==> src/rtl/grf_wb_arbiter.sv <==
// Write-port arbiter for the general register file: W stage first, MDU results
// buffered in a small FIFO, with a per-register busy scoreboard for decode.
module grf_wb_arbiter #(
  parameter int DEPTH = 2,
  parameter int CW    = 3
) (
  input  logic          clk,
  input  logic          clr,
  input  logic          wb_en,
  input  logic [4:0]    wb_addr,
  input  logic [31:0]   wb_data,
  input  logic [31:0]   wb_pc,
  input  logic          lu_valid,
  output logic          lu_ready,
  input  logic [4:0]    lu_addr,
  input  logic [31:0]   lu_data,
  input  logic [31:0]   lu_pc,
  input  logic          issue_en,
  input  logic [4:0]    issue_addr,
  output logic [31:0]   busy_mask,
  output logic          grf_we,
  output logic [4:0]    grf_addr,
  output logic [31:0]   grf_data,
  output logic [31:0]   grf_pc,
  output logic [CW-1:0] fifo_count,
  output logic          fifo_full
);

  localparam int PW = (DEPTH > 2) ? $clog2(DEPTH) : 1;

  logic [4:0]    mem_addr_q [DEPTH];
  logic [4:0]    mem_addr_d [DEPTH];
  logic [31:0]   mem_data_q [DEPTH];
  logic [31:0]   mem_data_d [DEPTH];
  logic [31:0]   mem_pc_q   [DEPTH];
  logic [31:0]   mem_pc_d   [DEPTH];
  logic [PW-1:0] wr_ptr_q, wr_ptr_d;
  logic [PW-1:0] rd_ptr_q, rd_ptr_d;
  logic [CW-1:0] count_q, count_d;
  logic [31:0]   busy_q, busy_d;

  logic w_claim, fifo_empty, full, accept, pop, bypass, push;
  logic [31:0] set_mask, clr_mask;

  assign w_claim    = wb_en && (wb_addr != 5'd0);
  assign fifo_empty = (count_q == '0);
  assign full       = (count_q == CW'(DEPTH));
  // Ready depends only on registered occupancy so the MDU never sees a loop.
  assign lu_ready   = !full && !clr;
  assign accept     = lu_valid && lu_ready;

  assign fifo_count = count_q;
  assign fifo_full  = full;
  assign busy_mask  = busy_q;

  always_comb begin
    grf_we   = 1'b0;
    grf_addr = 5'd0;
    grf_data = 32'd0;
    grf_pc   = 32'd0;
    pop      = 1'b0;
    bypass   = 1'b0;
    if (w_claim) begin
      grf_we   = 1'b1;
      grf_addr = wb_addr;
      grf_data = wb_data;
      grf_pc   = wb_pc;
    end else if (!fifo_empty) begin
      pop      = 1'b1;
      grf_we   = (mem_addr_q[rd_ptr_q] != 5'd0);
      grf_addr = mem_addr_q[rd_ptr_q];
      grf_data = mem_data_q[rd_ptr_q];
      grf_pc   = mem_pc_q[rd_ptr_q];
    end else if (lu_valid) begin
      bypass   = 1'b1;
      grf_we   = (lu_addr != 5'd0);
      grf_addr = lu_addr;
      grf_data = lu_data;
      grf_pc   = lu_pc;
    end
    if (clr) grf_we = 1'b0;
  end

  assign push = accept && !bypass;

  always_comb begin
    mem_addr_d = mem_addr_q;
    mem_data_d = mem_data_q;
    mem_pc_d   = mem_pc_q;
    wr_ptr_d   = wr_ptr_q;
    rd_ptr_d   = rd_ptr_q;
    count_d    = count_q;
    if (push) begin
      mem_addr_d[wr_ptr_q] = lu_addr;
      mem_data_d[wr_ptr_q] = lu_data;
      mem_pc_d[wr_ptr_q]   = lu_pc;
      wr_ptr_d             = wr_ptr_q + PW'(1);
    end
    if (pop) rd_ptr_d = rd_ptr_q + PW'(1);
    case ({push, pop})
      2'b10:   count_d = count_q + CW'(1);
      2'b01:   count_d = count_q - CW'(1);
      default: count_d = count_q;
    endcase
  end

  // Set after clear so a same-cycle reissue of the committing register stays busy.
  always_comb begin
    set_mask = 32'd0;
    clr_mask = 32'd0;
    if (issue_en && (issue_addr != 5'd0) && !clr) set_mask[issue_addr] = 1'b1;
    if ((pop || bypass) && grf_we) clr_mask[grf_addr] = 1'b1;
    busy_d    = (busy_q & ~clr_mask) | set_mask;
    busy_d[0] = 1'b0;
  end

  always_ff @(posedge clk) begin
    mem_addr_q <= mem_addr_d;
    mem_data_q <= mem_data_d;
    mem_pc_q   <= mem_pc_d;
    if (clr) begin
      wr_ptr_q <= '0;
      rd_ptr_q <= '0;
      count_q  <= '0;
      busy_q   <= 32'd0;
    end else begin
      wr_ptr_q <= wr_ptr_d;
      rd_ptr_q <= rd_ptr_d;
      count_q  <= count_d;
      busy_q   <= busy_d;
    end
  end

endmodule

==> config.mk <==
export PLATFORM = sky130hd
export DESIGN_NAME = grf_wb_arbiter
export DESIGN_NICKNAME = d
export VERILOG_FILES = /design/src/rtl/grf_wb_arbiter.sv
export SDC_FILE = /design/constraint.sdc
export NUM_CORES = 1
export LEC_CHECK = 0
export BUFFER_PORTS_ARGS = -buffer_cell sky130_fd_sc_hd__buf_2
export CAP_MARGIN = 20
export CORE_MARGIN = 2
export CORE_UTILIZATION = 45
export CTS_BUF_LIST = sky130_fd_sc_hd__clkbuf_16
export DETAILED_ROUTE_END_ITERATION = 10
export PLACE_DENSITY = 0.72
export SYNTH_ARGS = -nofsm -noshare
export SYNTH_HDL_FRONTEND = slang
export SYNTH_SLANG_ARGS = --single-unit
==> constraint.sdc <==
create_clock -name clk -period 7.3 [get_ports clk]
set_clock_uncertainty 0.05 [all_clocks]
set_input_delay 1.095 -clock clk [delete_from_list [all_inputs] [get_ports clk]]
set_output_delay 1.095 -clock clk [all_outputs]
set_load 0.1 [all_outputs]
# After elaboration in Yosys (flattened, before gate mapping)
# Index checks and enable logic that the tools add are counted.
[totals] mem_bits_rw=0 reg_bits=175 output_inout_bits=107 latch_bits=0 wordCells=91 rom_bits=0 n_memories=0
[op_classes] eq_ne=3 shift=0 order_cmp=7 mul=0 bitwise_logic=5 addsub=4 reduce_logical=20 n_div=0 muxes=41
[ops] operator="$mux 32" count=15
[ops] operator="$bwmux 64" count=2
[ops] operator="$mux 5" count=7
[ops] operator="$and 32x32->32" count=1
[ops] operator="$demux 32 s1" count=1
[ops] operator="$not 32->32" count=1
[ops] operator="$or 32x32->32" count=1
[ops] operator="$reduce_bool 5->1" count=4
[ops] operator="$lt 5x6->1 const B" count=2
[ops] operator="$mux 1" count=11
[ops] operator="$bwmux 10" count=1
[ops] operator="$demux 1 s5" count=2
[ops] operator="$ge 5x1->1 const B" count=2
[ops] operator="$logic_and 1x1->1" count=10
[ops] operator="$pmux 3 s2" count=1
[ops] operator="$demux 5 s1" count=1
[ops] operator="$ge 2x2->1 const B" count=2
[ops] operator="$not 1->2" count=2
[ops] operator="$add 3x1->3 const B" count=1
[ops] operator="$eq 3x2->1 const B" count=1
[ops] operator="$logic_not 1->1" count=3
[ops] operator="$logic_not 3->1" count=1
[ops] operator="$sub 3x1->3 const B" count=1
[ops] operator="$add 1x1->1 const B" count=2
[ops] operator="5 further kinds" count=5

# Logic depth before layout (Yosys ltp)
[logic_depth] word_depth=14 depth_mapped=9 ltp_nobuf=9

# Worst setup path after synthesis
# Ideal clock, no wire load.
[synth_path] path_type="register to output" from="register count_q[1], in the netlist fifo_count[1]" to="output port lu_ready" path_buffers=0 path_slack_ps=1465 required_ps=6155 arrival_ps=4690 stages_incl_launch_ff=4 cell_sequence="dfxtp_1 > inv_1 > nor3_1 > nor2_1"
[synth_between] elab_chain_cells=3
[synth_lines] item="from (decl)" line="39" rtl="logic [CW-1:0] count_q, count_d;"
[synth_lines] item="from (signal assigned)" line="129" rtl="count_q <= count_d;"
[synth_lines] item="$eq 3x2->1" line="47" rtl="assign full = (count_q == CW'(DEPTH));"
[synth_lines] item="via fifo_full" line="26" rtl="output logic fifo_full"
[synth_lines] item="$logic_not 1->1" line="49" rtl="assign lu_ready = !full && !clr;"
[synth_lines] item="$logic_and 1x1->1" line="49"
[synth_lines] item="to (decl)" line="14" rtl="output logic lu_ready,"
# The timed path passes the listed nets, and every way through them passes these cells.

# Worst setup path after layout
[layout_path] from="input port wb_addr[4]" to="output port grf_addr[3]"
[layout_between] elab_chain_cells=3
[layout_lines] item="from (decl)" line="10" rtl="input logic [4:0] wb_addr,"
[layout_lines] item="$reduce_bool 5->1" line="45" rtl="assign w_claim = wb_en && (wb_addr != 5'd0);"
[layout_lines] item="$logic_and 1x1->1" line="45"
[layout_lines] item="$mux 5" line="63" rtl="if (w_claim) begin"
[layout_lines] item="to (decl)" line="22" rtl="output logic [4:0] grf_addr,"
# Every way passes these cells.

==> impl_metrics.json <==
{
  "clock_power_share_pct": 22.4,
  "slew_violations": 0,
  "tightest_slew_ns": 1.026,
  "wl_per_cell_um": 16.93,
  "relSlewSlack_pct": 30.51,
  "drv_cap": 0,
  "fillers": 1569,
  "max_freq_mhz": 218.6,
  "remaining_drc_errors": 0,
  "utilization_pct": 57.14,
  "clk_pin_slew_ns": 0.06,
  "postSynthCellCount": 744,
  "end_kind": "output pin",
  "hold_class": "register to register",
  "power.leakage_nw": 3.843,
  "synth_edf_count": 138,
  "synth_cell_types": 57,
  "io_pins": 255,
  "hold_violations": 0,
  "clk-insertion-delay-late_ns": 0.42,
  "start_util_pct": 45.80,
  "drive_above_1_share_pct": 32.14,
  "r2r_start": "fifo_count[0]$_SDFFE_PP0P_",
  "vias": 6639,
  "postCtsHoldBufs": 0,
  "rows": 49,
  "synth_area_leaders": "edfxtp_1 50%, mux2i_1 8.9%, dfxtp_1 8.8%",
  "clockBufferDepth": 2,
  "cpLargestDelayFamily": "buffers and inverters",
  "cp_data_arrival_time_ns": 3.43,
  "p_per_area_nw_per_um2": 398.1,
  "r2r_cells": 7,
  "critPathBufInv": 3,
  "syn_nets": 894,
  "synth.largest_area_cell": "edfxtp_1",
  "period_needed_ns": 4.574,
  "cp_common_cell": "buf_2",
  "detail-route-antenna-nets": 0,
  "rrSetupSlack_ns": 4.17,
  "ys_ff_latch": 174,
  "cts_resized": 0,
  "grt_overflow": 0,
  "gp_congestion": 0.8353,
  "critPathKind": "primary input to output pin",
  "worst-path-stages": 6,
  "area_growth_pct": 24.76,
  "grt_usage_pct": 21.00,
  "fin_setup_tns_ns": 0,
  "synth_top_area_share_pct": 50.36,
  "grt_pass1_vias": 6310,
  "swShare_pct": 49.00,
  "async_flop_share_pct": 0,
  "crit_required_ns": 6.15,
  "comb_power_share_pct": 48.6,
  "clock-sinks": 174,
  "dieArea_sq_um": 19380,
  "endpoint": "grf_addr[3]",
  "antenna_found_initial": 2,
  "grt_setup_unrepaired": "false",
  "core_area_sq_um": 17960,
  "worstHoldPathCells": 2,
  "root_buffer": "clkbuf_16",
  "yosys-top-cells-count": "144 x nor2_1, 138 x edfxtp_1, 82 x a21oi_1",
  "path_cells": "buf_2, or3_1, o21ai_4, a22oi_2, inv_1, buf_2",
  "irDropWorstVdd_mv": 0.2590,
  "outcome": "completed",
  "critPathLaunch": "wb_addr[4]",
  "slowest_delay_ns": 0.52,
  "yosysWarnings": 0,
  "switching_power_mw": 2.002,
  "drt_iter0_markers": 393,
  "worst_setup_path_start_kind": "primary input",
  "post-synth-top-count-cell": "nor2_1",
  "avgViaCountPerCell": 5.487,
  "synth_area_sq_um": 8228,
  "die_h_um": 139.2,
  "r2r-end": "busy_mask[23]$_SDFF_PP0_",
  "nNetsFinal": 1117,
  "dpl.hpwl_mm": 13.83,
  "grt_pass1_wl_mm": 32.38,
  "syn-mean-instance-area_sq_um": 11.06,
  "setup-violations-final": 0,
  "cts_tree": "yes",
  "min_period_over_period_pct": 62.66,
  "critPathMaxFanout": 15,
  "io_buffer_count": 253,
  "routed_wl_mm": 20.49,
  "seq_power_share_pct": 29.0,
  "ys.flop_type": "edfxtp_1",
  "numCtsBuffers": 17,
  "grt_start_max_net_pins": 121,
  "cp_slowest_cell": "buf_2",
  "first_pass_iters": 5,
  "intPower_mw": 2.084,
  "htreeDepth": 4,
  "ys_seq_area_share_pct": 59.12,
  "die_x_um": 139.2,
  "post_cts_buffers": 0
}
==> kinds of logic after synthesis <==
kind of cell | Yosys count | share of synthesized area (%)
simple gates | 224 | 12.36
compound gates | 191 | 14.90
flops | 174 | 59.12
mux | 75 | 9.246
buf+inv | 73 | 3.498
xor+xnor | 4 | 0.4259
fa+ha+maj | 2 | 0.3954
other cells | 1 | 0.04558
==> worst min-delay path by stage <==
stage,startpoint,endpoint,slack [ns]
after CTS,busy_mask[22]$_SDFF_PP0_,busy_mask[22]$_SDFF_PP0_,0.42
after floorplan,wr_ptr_q$_SDFFE_PP0P_,wr_ptr_q$_SDFFE_PP0P_,0.47
after detailed placement,busy_mask[22]$_SDFF_PP0_,busy_mask[22]$_SDFF_PP0_,0.41
final,busy_mask[22]$_SDFF_PP0_,busy_mask[22]$_SDFF_PP0_,0.41
after global placement,busy_mask[21]$_SDFF_PP0_,busy_mask[21]$_SDFF_PP0_,0.41
after global routing,busy_mask[21]$_SDFF_PP0_,busy_mask[21]$_SDFF_PP0_,0.44
==> stage by stage <==
step / instances / setup slack (ns) / total power [mW] / hold slack (ns) / cell area (sq um)
after floorplan: 744 / 1.465 / 2.837 / 0.4715 / 8228
after global placement: 1177 / 2.780 / 3.197 / 0.4100 / 9659
after detailed placement: 1177 / 2.745 / 3.201 / 0.4053 / 9659
after CTS: 1209 / 2.740 / 4.115 / 0.4155 / 10260
after global routing: 1210 / 2.626 / 4.266 / 0.4421 / 10260
final: 1210 / 2.726 / 4.086 / 0.4104 / 10260
==> state kept, by name, indices dropped and copies added (netlist names) <==
| name | flops |
|---|---|
| fifo_count | 3 |
| mem_addr_q | 10 |
| busy_mask | 31 |
| mem_pc_q | 64 |
| rd_ptr_q | 1 |
| wr_ptr_q | 1 |
| mem_data_q | 64 |
==> worst reg2reg max path, stage by stage (launching register included) <==
cell and delay, ns:
dfxtp_1 0.39, nor3_4 0.19, buf_4 0.45, mux2i_1 0.24, a22oi_2 0.66, inv_1 0.45
nor3_1 0.42, a311oi_1 0.14
==> layout by cell type, fill, tap and decap left out, types with 6 or more instances in the layout <==
master	instances
a31oi_1	64
dfxtp_1	35
a32o_1	6
a21oi_1	82
inv_1	14
nor2b_1	6
buf_2	253
clkbuf_16	17
nor4_1	7
mux2i_1	72
o41ai_2	6
edfxtp_1	138
nand2_1	21
nor3_1	14
o21ai_0	9
buf_4	8
nor2_1	142
o32ai_1	7
nand4_1	8
==> metal layers <==
layer	part of all wire (%)	wire, um	vias to the layer above	GRT usage, %
met3	6.5	1328	25	4.680
met5	0.063	13	-	0
li1	-	-	3253	-
met4	1.6	329	2	7.230
met2	50	10310	260	36.09
met1	42	8506	3099	26.26
==> power by group through the flow <==
stage | Clock [mW] | Sequential (mW) | Combinational, mW
2_1_floorplan | 0 | 1.23 | 1.60
3_3_place_gp | 0 | 1.21 | 1.99
3_5_place_dp | 0 | 1.21 | 1.99
4_1_cts | 0.931 | 1.19 | 2.00
5_1_grt | 0.970 | 1.19 | 2.10
6_report | 0.914 | 1.18 | 1.99
==> area by class of cell <==
cell class	instances	area [sq um]	share of cell area [%]
Inverter	15	56.30	0.5485
Tap cell	229	286.5	2.791
Timing Repair Buffer	262	1346	13.12
Multi-Input combinational cell	497	3102	30.22
Clock inverter	15	177.7	1.731
Sequential cell	174	4868	47.43
Antenna cell	1	2.502	0.02438
Clock buffer	17	425.4	4.144
Note: power is estimated with default switching activity, not from simulation.
